--- src/rtl/mem_arb_pkg.sv ---
// Shared constants, state encoding and helpers for the four-requester memory arbiter.
package mem_arb_pkg;
    localparam int NUM_REQ = 4;
    localparam int ADDR_W  = 4;
    localparam int DATA_W  = 32;
    localparam int ID_W    = 2;

    typedef enum logic [1:0] {
        IDLE   = 2'd0,
        ACCESS = 2'd1,
        DONE   = 2'd2
    } state_t;

    function automatic logic [NUM_REQ-1:0] onehot(input logic [ID_W-1:0] id);
        return {{(NUM_REQ-1){1'b0}}, 1'b1} << id;
    endfunction
endpackage

--- src/rtl/mem_arbiter_rr_pick.sv ---
// Round-robin winner selection: first requester at or after ptr, wrapping.
module rr_pick
    import mem_arb_pkg::*;
(
    input  logic [NUM_REQ-1:0] req,
    input  logic [ID_W-1:0]    ptr,
    output logic [ID_W-1:0]    id,
    output logic               any
);
    logic [ID_W-1:0] cand;

    // Walk from the farthest offset down so the nearest requester wins last.
    always_comb begin
        id   = ptr;
        any  = |req;
        cand = '0;
        for (int k = NUM_REQ - 1; k >= 0; k--) begin
            cand = ptr + ID_W'(k);
            if (req[cand]) begin
                id = cand;
            end
        end
    end
endmodule

--- src/rtl/mem_arbiter.sv ---
// Single-port memory arbiter: round-robin grant, one access per three cycles,
// read-before-write data return and write-invalidate broadcast.
//
// state  | meaning
// IDLE   | waiting; arbitrate and latch winner when any req is high
// ACCESS | memory read of latched addr; write strobe + invalidate for writes
// DONE   | ack pulse with rdata/rtag; advance round-robin pointer
module mem_arbiter #(
    parameter int NUM_REQ = 4,
    parameter int ADDR_W  = 4,
    parameter int DATA_W  = 32
) (
    input  logic                       clk,
    input  logic                       rst,
    input  logic [NUM_REQ-1:0]         req,
    input  logic [NUM_REQ-1:0]         we,
    input  logic [NUM_REQ*ADDR_W-1:0]  addr_i,
    input  logic [NUM_REQ*DATA_W-1:0]  wdata_i,
    output logic [NUM_REQ-1:0]         gnt,
    output logic [NUM_REQ-1:0]         ack,
    output logic [DATA_W-1:0]          rdata,
    output logic [1:0]                 rtag,
    output logic [ADDR_W-1:0]          mem_addr_rd,
    input  logic [DATA_W-1:0]          mem_rdata,
    output logic                       mem_we,
    output logic [ADDR_W-1:0]          mem_addr_wr,
    output logic [DATA_W-1:0]          mem_wdata,
    output logic                       inv_valid,
    output logic [ADDR_W-1:0]          inv_addr,
    output logic [1:0]                 inv_src,
    output logic                       busy
);
    import mem_arb_pkg::*;

    state_t            state, state_nxt;
    logic [ID_W-1:0]   ptr;
    logic [ID_W-1:0]   id_q;
    logic [ID_W-1:0]   pick_id;
    logic              pick_any;
    logic              we_q;
    logic [ADDR_W-1:0] addr_q;
    logic [DATA_W-1:0] wdata_q;
    logic [DATA_W-1:0] rdata_q;

    rr_pick u_rr_pick (
        .req (req),
        .ptr (ptr),
        .id  (pick_id),
        .any (pick_any)
    );

    always_ff @(posedge clk or posedge rst) begin
        if (rst) begin
            state   <= IDLE;
            ptr     <= '0;
            id_q    <= '0;
            we_q    <= 1'b0;
            addr_q  <= '0;
            wdata_q <= '0;
            rdata_q <= '0;
        end else begin
            state <= state_nxt;
            case (state)
                IDLE: begin
                    if (pick_any) begin
                        id_q    <= pick_id;
                        we_q    <= we[pick_id];
                        addr_q  <= addr_i[pick_id*ADDR_W +: ADDR_W];
                        wdata_q <= wdata_i[pick_id*DATA_W +: DATA_W];
                    end
                end
                // Memory write lands on this same edge, so the captured word is the old one.
                ACCESS:  rdata_q <= mem_rdata;
                DONE:    ptr     <= id_q + 2'd1;
                default: ;
            endcase
        end
    end

    always_comb begin
        state_nxt   = state;
        gnt         = '0;
        ack         = '0;
        busy        = 1'b0;
        rtag        = '0;
        mem_addr_rd = '0;
        mem_we      = 1'b0;
        mem_addr_wr = '0;
        mem_wdata   = '0;
        inv_valid   = 1'b0;
        inv_addr    = '0;
        inv_src     = '0;
        case (state)
            IDLE: begin
                if (pick_any) state_nxt = ACCESS;
            end
            ACCESS: begin
                state_nxt   = DONE;
                busy        = 1'b1;
                gnt         = onehot(id_q);
                mem_addr_rd = addr_q;
                if (we_q) begin
                    mem_we      = 1'b1;
                    mem_addr_wr = addr_q;
                    mem_wdata   = wdata_q;
                    inv_valid   = 1'b1;
                    inv_addr    = addr_q;
                    inv_src     = id_q;
                end
            end
            DONE: begin
                state_nxt = IDLE;
                busy      = 1'b1;
                gnt       = onehot(id_q);
                ack       = onehot(id_q);
                rtag      = addr_q[ADDR_W-1 -: 2];
            end
            default: state_nxt = IDLE;
        endcase
    end

    assign rdata = rdata_q;
endmodule

--- config.mk ---
export PLATFORM = sky130hd
export DESIGN_NAME = mem_arbiter
export DESIGN_NICKNAME = d
export VERILOG_FILES = /design/src/rtl/mem_arb_pkg.sv /design/src/rtl/mem_arbiter_rr_pick.sv /design/src/rtl/mem_arbiter.sv
export SDC_FILE = /design/constraint.sdc
export NUM_CORES = 1
export LEC_CHECK = 0
export BUFFER_PORTS_ARGS = -buffer_cell sky130_fd_sc_hd__buf_2
export CORE_AREA = 2 2 109 111
export DETAILED_ROUTE_END_ITERATION = 8
export DIE_AREA = 0 0 111 113
export PLACE_DENSITY = 0.79
export SYNTH_ARGS = -nofsm -noshare
export SYNTH_HDL_FRONTEND = slang
export SYNTH_HIERARCHICAL = 1
export SYNTH_SLANG_ARGS = --single-unit
--- constraint.sdc ---
create_clock -name clk -period 3.4 [get_ports clk]
set_input_delay 0 -clock clk [delete_from_list [all_inputs] [get_ports clk]]
set_output_delay 0 -clock clk [all_outputs]
set_load 0.03 [all_outputs]
=== After elaboration in Yosys (flattened, before gate mapping) ===
Cells that the tools add are included.

* Flip-flop bits (word level): 75
* Bits in latches: 0
* Memory bits (writable): 0
* Memory bits (read-only): 0
* Bits of input ports: 186
* Output and inout port bits: 91
* Logic and storage cells: 55
* Memories kept: 0

* Add/sub/neg operators: 4
* $mul: 0
* Divide/modulo/power cells: 0
* $lt $le $gt $ge: 5
* Equal/unequal tests: 3
* Shifts and indexed selects: 3
* Multiplexer cells: 29
* Bitwise logic cells: 0
* Reductions and logical operators: 4

{| class="wikitable"
|+ Operators by type and width
! cell !! number
|-
| 128-bit by 8-bit indexed part select with 32-bit output || 1
|-
| 32-bit 2-to-1 mux || 2
|-
| 4-bit 2-to-1 mux || 5
|-
| 2-bit 2-to-1 mux || 8
|-
| 16-bit by 5-bit indexed part select with 4-bit output || 1
|-
| 2-bit by 3-bit < comparator with 1-bit output (second input constant) || 5
|-
| 1-bit binary-select mux with 2-bit select || 5
|-
| 1-bit 2-to-1 mux || 8
|-
| 2-bit by 1-bit adder with 2-bit output (second input constant) || 2
|-
| 2-bit adder (second input constant) || 2
|-
| 2-bit one-hot mux with 2 select lines || 1
|-
| 4-bit OR reduction || 1
|-
| 1-bit by 2-bit << shifter with 4-bit output (first input constant) || 1
|-
| 2-bit by 1-bit equality test with 1-bit output (second input constant) || 1
|-
| 2-bit equality test (second input constant) || 1
|-
| 2-bit zero test || 1
|-
| 2-bit inequality test (second input constant) || 1
|-
| 2-bit AND reduction || 1
|-
| 2-bit OR reduction || 1
|}

=== Longest topological paths before layout ===
* Word-level depth: 9
* Gate-level depth with buffers: 7
* Mapped depth without buffers: 5

=== Cells and area by module ===
The synthesis kept the hierarchy.

{| class="wikitable"
|+ By module, submodules not included
! module !! instances !! cells an instance !! area each (sq um) !! sequential area each (sq um)
|-
| mem_arbiter || 1 || 288 || 4245.3 || 1876.8
|-
| rr_pick || 1 || 16 || 100.1 || 0.0
|}

=== Worst setup path after synthesis ===
OpenSTA, ideal clock, no wires.

* Path type: flip-flop to flip-flop
* Start point: reg ptr[0]
* End point: reg wdata_q[11]
* Setup time: 0.125 ns
* Data arrival time: 2.080 ns
* Required time: 3.275 ns
* Slack: 1.195 ns
* Stages on the path, launching flop included: 8
* Buffers on the path: 2
* Period minus slack after synthesis: 2.205 ns
* Cell sequence: dfrtp_1 and2b_2 or4_1 nand2_1 buf_2 buf_2 mux4_2 mux2_4

* Word-level cells in the longest chain between the ends: 8
* Elaborated cells on any way between the ends: 16
* Those cells by class: 3 x add/sub; 1 x shift; 12 x mux

{| class="wikitable"
|+ Ends and longest elaborated chain
! element !! line !! source
|-
| from (decl) || mem_arbiter.sv:36 || <nowiki>logic [ID_W-1:0] ptr;</nowiki>
|-
| from (signal assigned) || mem_arbiter.sv:74 || <nowiki>DONE: ptr <= id_q + 2'd1;</nowiki>
|-
| 2-bit adder || mem_arbiter_rr_pick.sv:18 || <nowiki>cand = ptr + ID_W'(k);</nowiki>
|-
| 1-bit binary-select mux with 2-bit select || mem_arbiter_rr_pick.sv:19 || <nowiki>if (req[cand]) begin</nowiki>
|-
| 1-bit 2-to-1 mux (implied by the code) || mem_arbiter_rr_pick.sv:19 ||
|-
| 2-bit 2-to-1 mux (3 in a row) || mem_arbiter_rr_pick.sv:19 ||
|-
| 2-bit 2-to-1 mux (*) || mem_arbiter_rr_pick.sv:19 ||
|-
| named net pick_id[1] || mem_arbiter.sv:38 || <nowiki>logic [ID_W-1:0] pick_id;</nowiki>
|-
| 128-bit by 8-bit indexed part select with 32-bit output (*) || mem_arbiter.sv:69 || <nowiki>wdata_q <= wdata_i[pick_id*DATA_W +: DATA_W];</nowiki>
|-
| to (signal assigned) || mem_arbiter.sv:69 ||
|-
| to (decl) || mem_arbiter.sv:42 || <nowiki>logic [DATA_W-1:0] wdata_q;</nowiki>
|}

The timed path passes the listed nets; every way through them passes the cells marked *. The select of a mux whose other input is x is not followed.
A chain may end at the register's enable or synchronous reset.

=== Worst setup path after layout ===
Same ends and word-level chain as after synthesis.

==> results.tsv <==
metric	value	unit
status	complete, no violations	
crit-path cells	and2b_2 > or4_1 > nand2_2 > buf_4 > mux4_2 > mux2_4	
Placement Rows	39	
final hold vios	0	
First-pass DRT Iterations	4	
Crit path arrival time	2.81	ns
Yosys reg bits	75	
R2R Path Start	ptr[0]	
DIE HEIGHT	113	µm
post-CTS sizing	0	
critical path class	reg2reg	
antenna cells	0	
pre-CTS worst setup slack	0.8075	ns
flop2flop setup slack	0.80	ns
top cells by area, synth	dfrtp_1 (43%), mux4_2 (19%), mux2_2 (17%), and3_1 (5.5%), ha_1 (2.9%)	
die area	0.01254	mm²
I/O pin cnt	277	
die extent in x	111	µm
Startpoint Class	flop	
cells after synthesis	304	
EDFF count, synth	0	
CTS tree	done	
largest net degree at the start of global routing	49	
CP max FO	28	
Final Power	0.006269	W
initial antenna violation count	0	
clock skew	0.006200	ns
most frequent cells in the layout	buf_2 (276), dfrtp_1 (75), mux2_2 (67)	
GRT overflow	0	
Worst Hold Class	in2reg	
synth unique cells	27	
clk slew on worst S/H paths	0.06	ns
Final Cycle Share	76.48	%
DR WL/cell	17.88	µm
crit path from	ptr[0]	
Core Area	0.01127	mm²
P_leak	3.338	nW
Crit-path slowest cell	or4_1	
Max Fclk	384.6	MHz
final slew viol count	0	
Setup Buffers After CTS	0	
Max Buffers Root-to-Sink	2	
total number of vias	3774	
worst vdd ir	0.0005156	V
Final Core Density	57.30	%
# DRC	0	
maxcap violations	0	
overall routed net length	13350	µm
setup slack after layout	0.7996	ns
CP required	3.61	ns
commonest non-fill, non-tap cell in the layout	buf_2	
Num CTS Buffers	9	
FFs w/ async S/R, synth	100.0	%
vias in the first global route	4149	
All-Layer GR Usage	21.17	%
fill cell count	934	
cell taking the most area after synthesis	dfrtp_1	
RePlAce Congestion	0.8867	
DRT antenna net count	0	
Via density	5.052	
Initial Utilization	38.55	%
Non-Filler Instances	747	
Post-synth top flop	dfrtp_1	
CTS H-tree lvls	3	
sequential area share after synthesis	43.19	%
Slew HR	25.25	%
min Tclk post-route	2.600	ns
Post-Syn Area	0.004345	mm²
Worst-Skew Late Latency	0.33	ns
IO Port Bufs	276	
DP HPWL	9829	µm
Mapped Avg Cell Area	14.29	µm²
Worst R2R Path Depth	6	
Worst Tran Pin Value	1.121	ns
Synth-to-Final Area Change	48.63	%
Critical Path Sink	wdata_q[11]	
clk root buf	clkbuf_16	
Crit. End Element	flop	
wire length of the first global-routing pass	20800	µm
fraction of layout cells with a size suffix above 1	68.21	%
PwrDens	970.6	mW/mm²
Crit path largest cell delay	0.52	ns
placed cells	698	
Yosys warning total	6	
DRT iter0 DRCs	131	
Final setup viols	0	
Syn Nets	500	
CTS sink cnt	75	
Setup TNS Final	0	ns
Crit Reg-Reg Endpoint	wdata_q[11]	
RSZ-0062 raised after global routing	no	
Synth top area share	43.19	%
Nets	795	
==> cells in the mapped netlist, drive strengths merged, types with 2 or more instances <==
cell and count:
nand2 2, clkbuf 12, mux2 73, inv 6, ha 10, dfrtp 75, and3 38, and2b 3
and2 16, o21ai 4, nor2 2, mux4 37, nand3 2, buf 17
==> kinds of logic (layout without fill, tap and decap cells) <==
family	count (synthesis)	count (layout)	share of synthesized area, %
flops	75	75	43.19
compound gates	7	7	1.036
simple gates	67	67	9.560
mux	110	110	38.70
buf+inv	35	335	4.636
fa+ha+maj	10	10	2.879
==> worst min path at each step <==
stage	slack, ns	startpoint	endpoint	cells past startpoint
2_1_floorplan	0.15	mem_rdata[10]	rdata[10]	1
3_3_place_gp	0.15	rst	wdata_q[11]	2
3_5_place_dp	0.17	rst	wdata_q[11]	2
4_1_cts	0.10	wdata_i[110]	wdata_q[14]	3
5_1_grt	0.12	wdata_i[19]	wdata_q[19]	3
6_report	0.12	we[2]	we_q	3
==> power breakdown <==
| group | internal, W | total (W) | switching [W] |
|---|---|---|---|
| Clock | 0.000738 | 0.00110 | 0.000358 |
| Sequential | 0.00137 | 0.00168 | 0.000317 |
| Combinational | 0.00157 | 0.00349 | 0.00192 |
==> per-layer routing <==
layer  up-vias  GRT usage [%]  routed length (µm)
met2       163          39.80                7249
met5         -              0                   0
met3        13          4.446                 826
met1      1863          23.65                5109
li1       1735              -                   -
met4         0          7.833                 170
==> flip-flops by register name, summed over array words and instances (netlist names) <==
register,flops
addr_q,4
we_q,1
id_q,2
wdata_q,32
ptr,2
rdata,32
state,2
==> through the flow <==
| stage | cell area, µm² | hold slack, ns |
|---|---|---|
| after floorplan | 4345 | 0.1517 |
| after global placement | 5777 | 0.1537 |
| after detailed placement | 5777 | 0.1662 |
| after CTS | 6459 | 0.1024 |
| after global routing | 6459 | 0.1150 |
| final | 6459 | 0.1156 |
==> what timing repair did <==
item                                   4_1_cts  5_1_grt
endpoints found under the hold margin       79        0
hold buffers                                33        0
setup endpoints to repair                    0        0
==> cell type report <==
| class | instances | area, µm² | area share (%) |
|---|---|---|---|
| clock buffer | 10 | 239.0 | 3.700 |
| clock inverter | 6 | 112.6 | 1.744 |
| inverter | 6 | 23.77 | 0.3681 |
| multi-input combinational | 194 | 2273 | 35.20 |
| sequential | 75 | 1877 | 29.06 |
| tap | 143 | 178.9 | 2.770 |
| timing repair buffer | 313 | 1754 | 27.16 |
==> worst max-delay path, delay by kind of cell (launching register included) <==
| family | cells | cell delay (ns) |
|---|---|---|
| muxes | 2 | 0.65 |
| DFF | 1 | 0.38 |
| buffers and inverters | 1 | 0.43 |
| and+or+nand+nor | 3 | 1.00 |
Power figures use the tool's default switching activity.
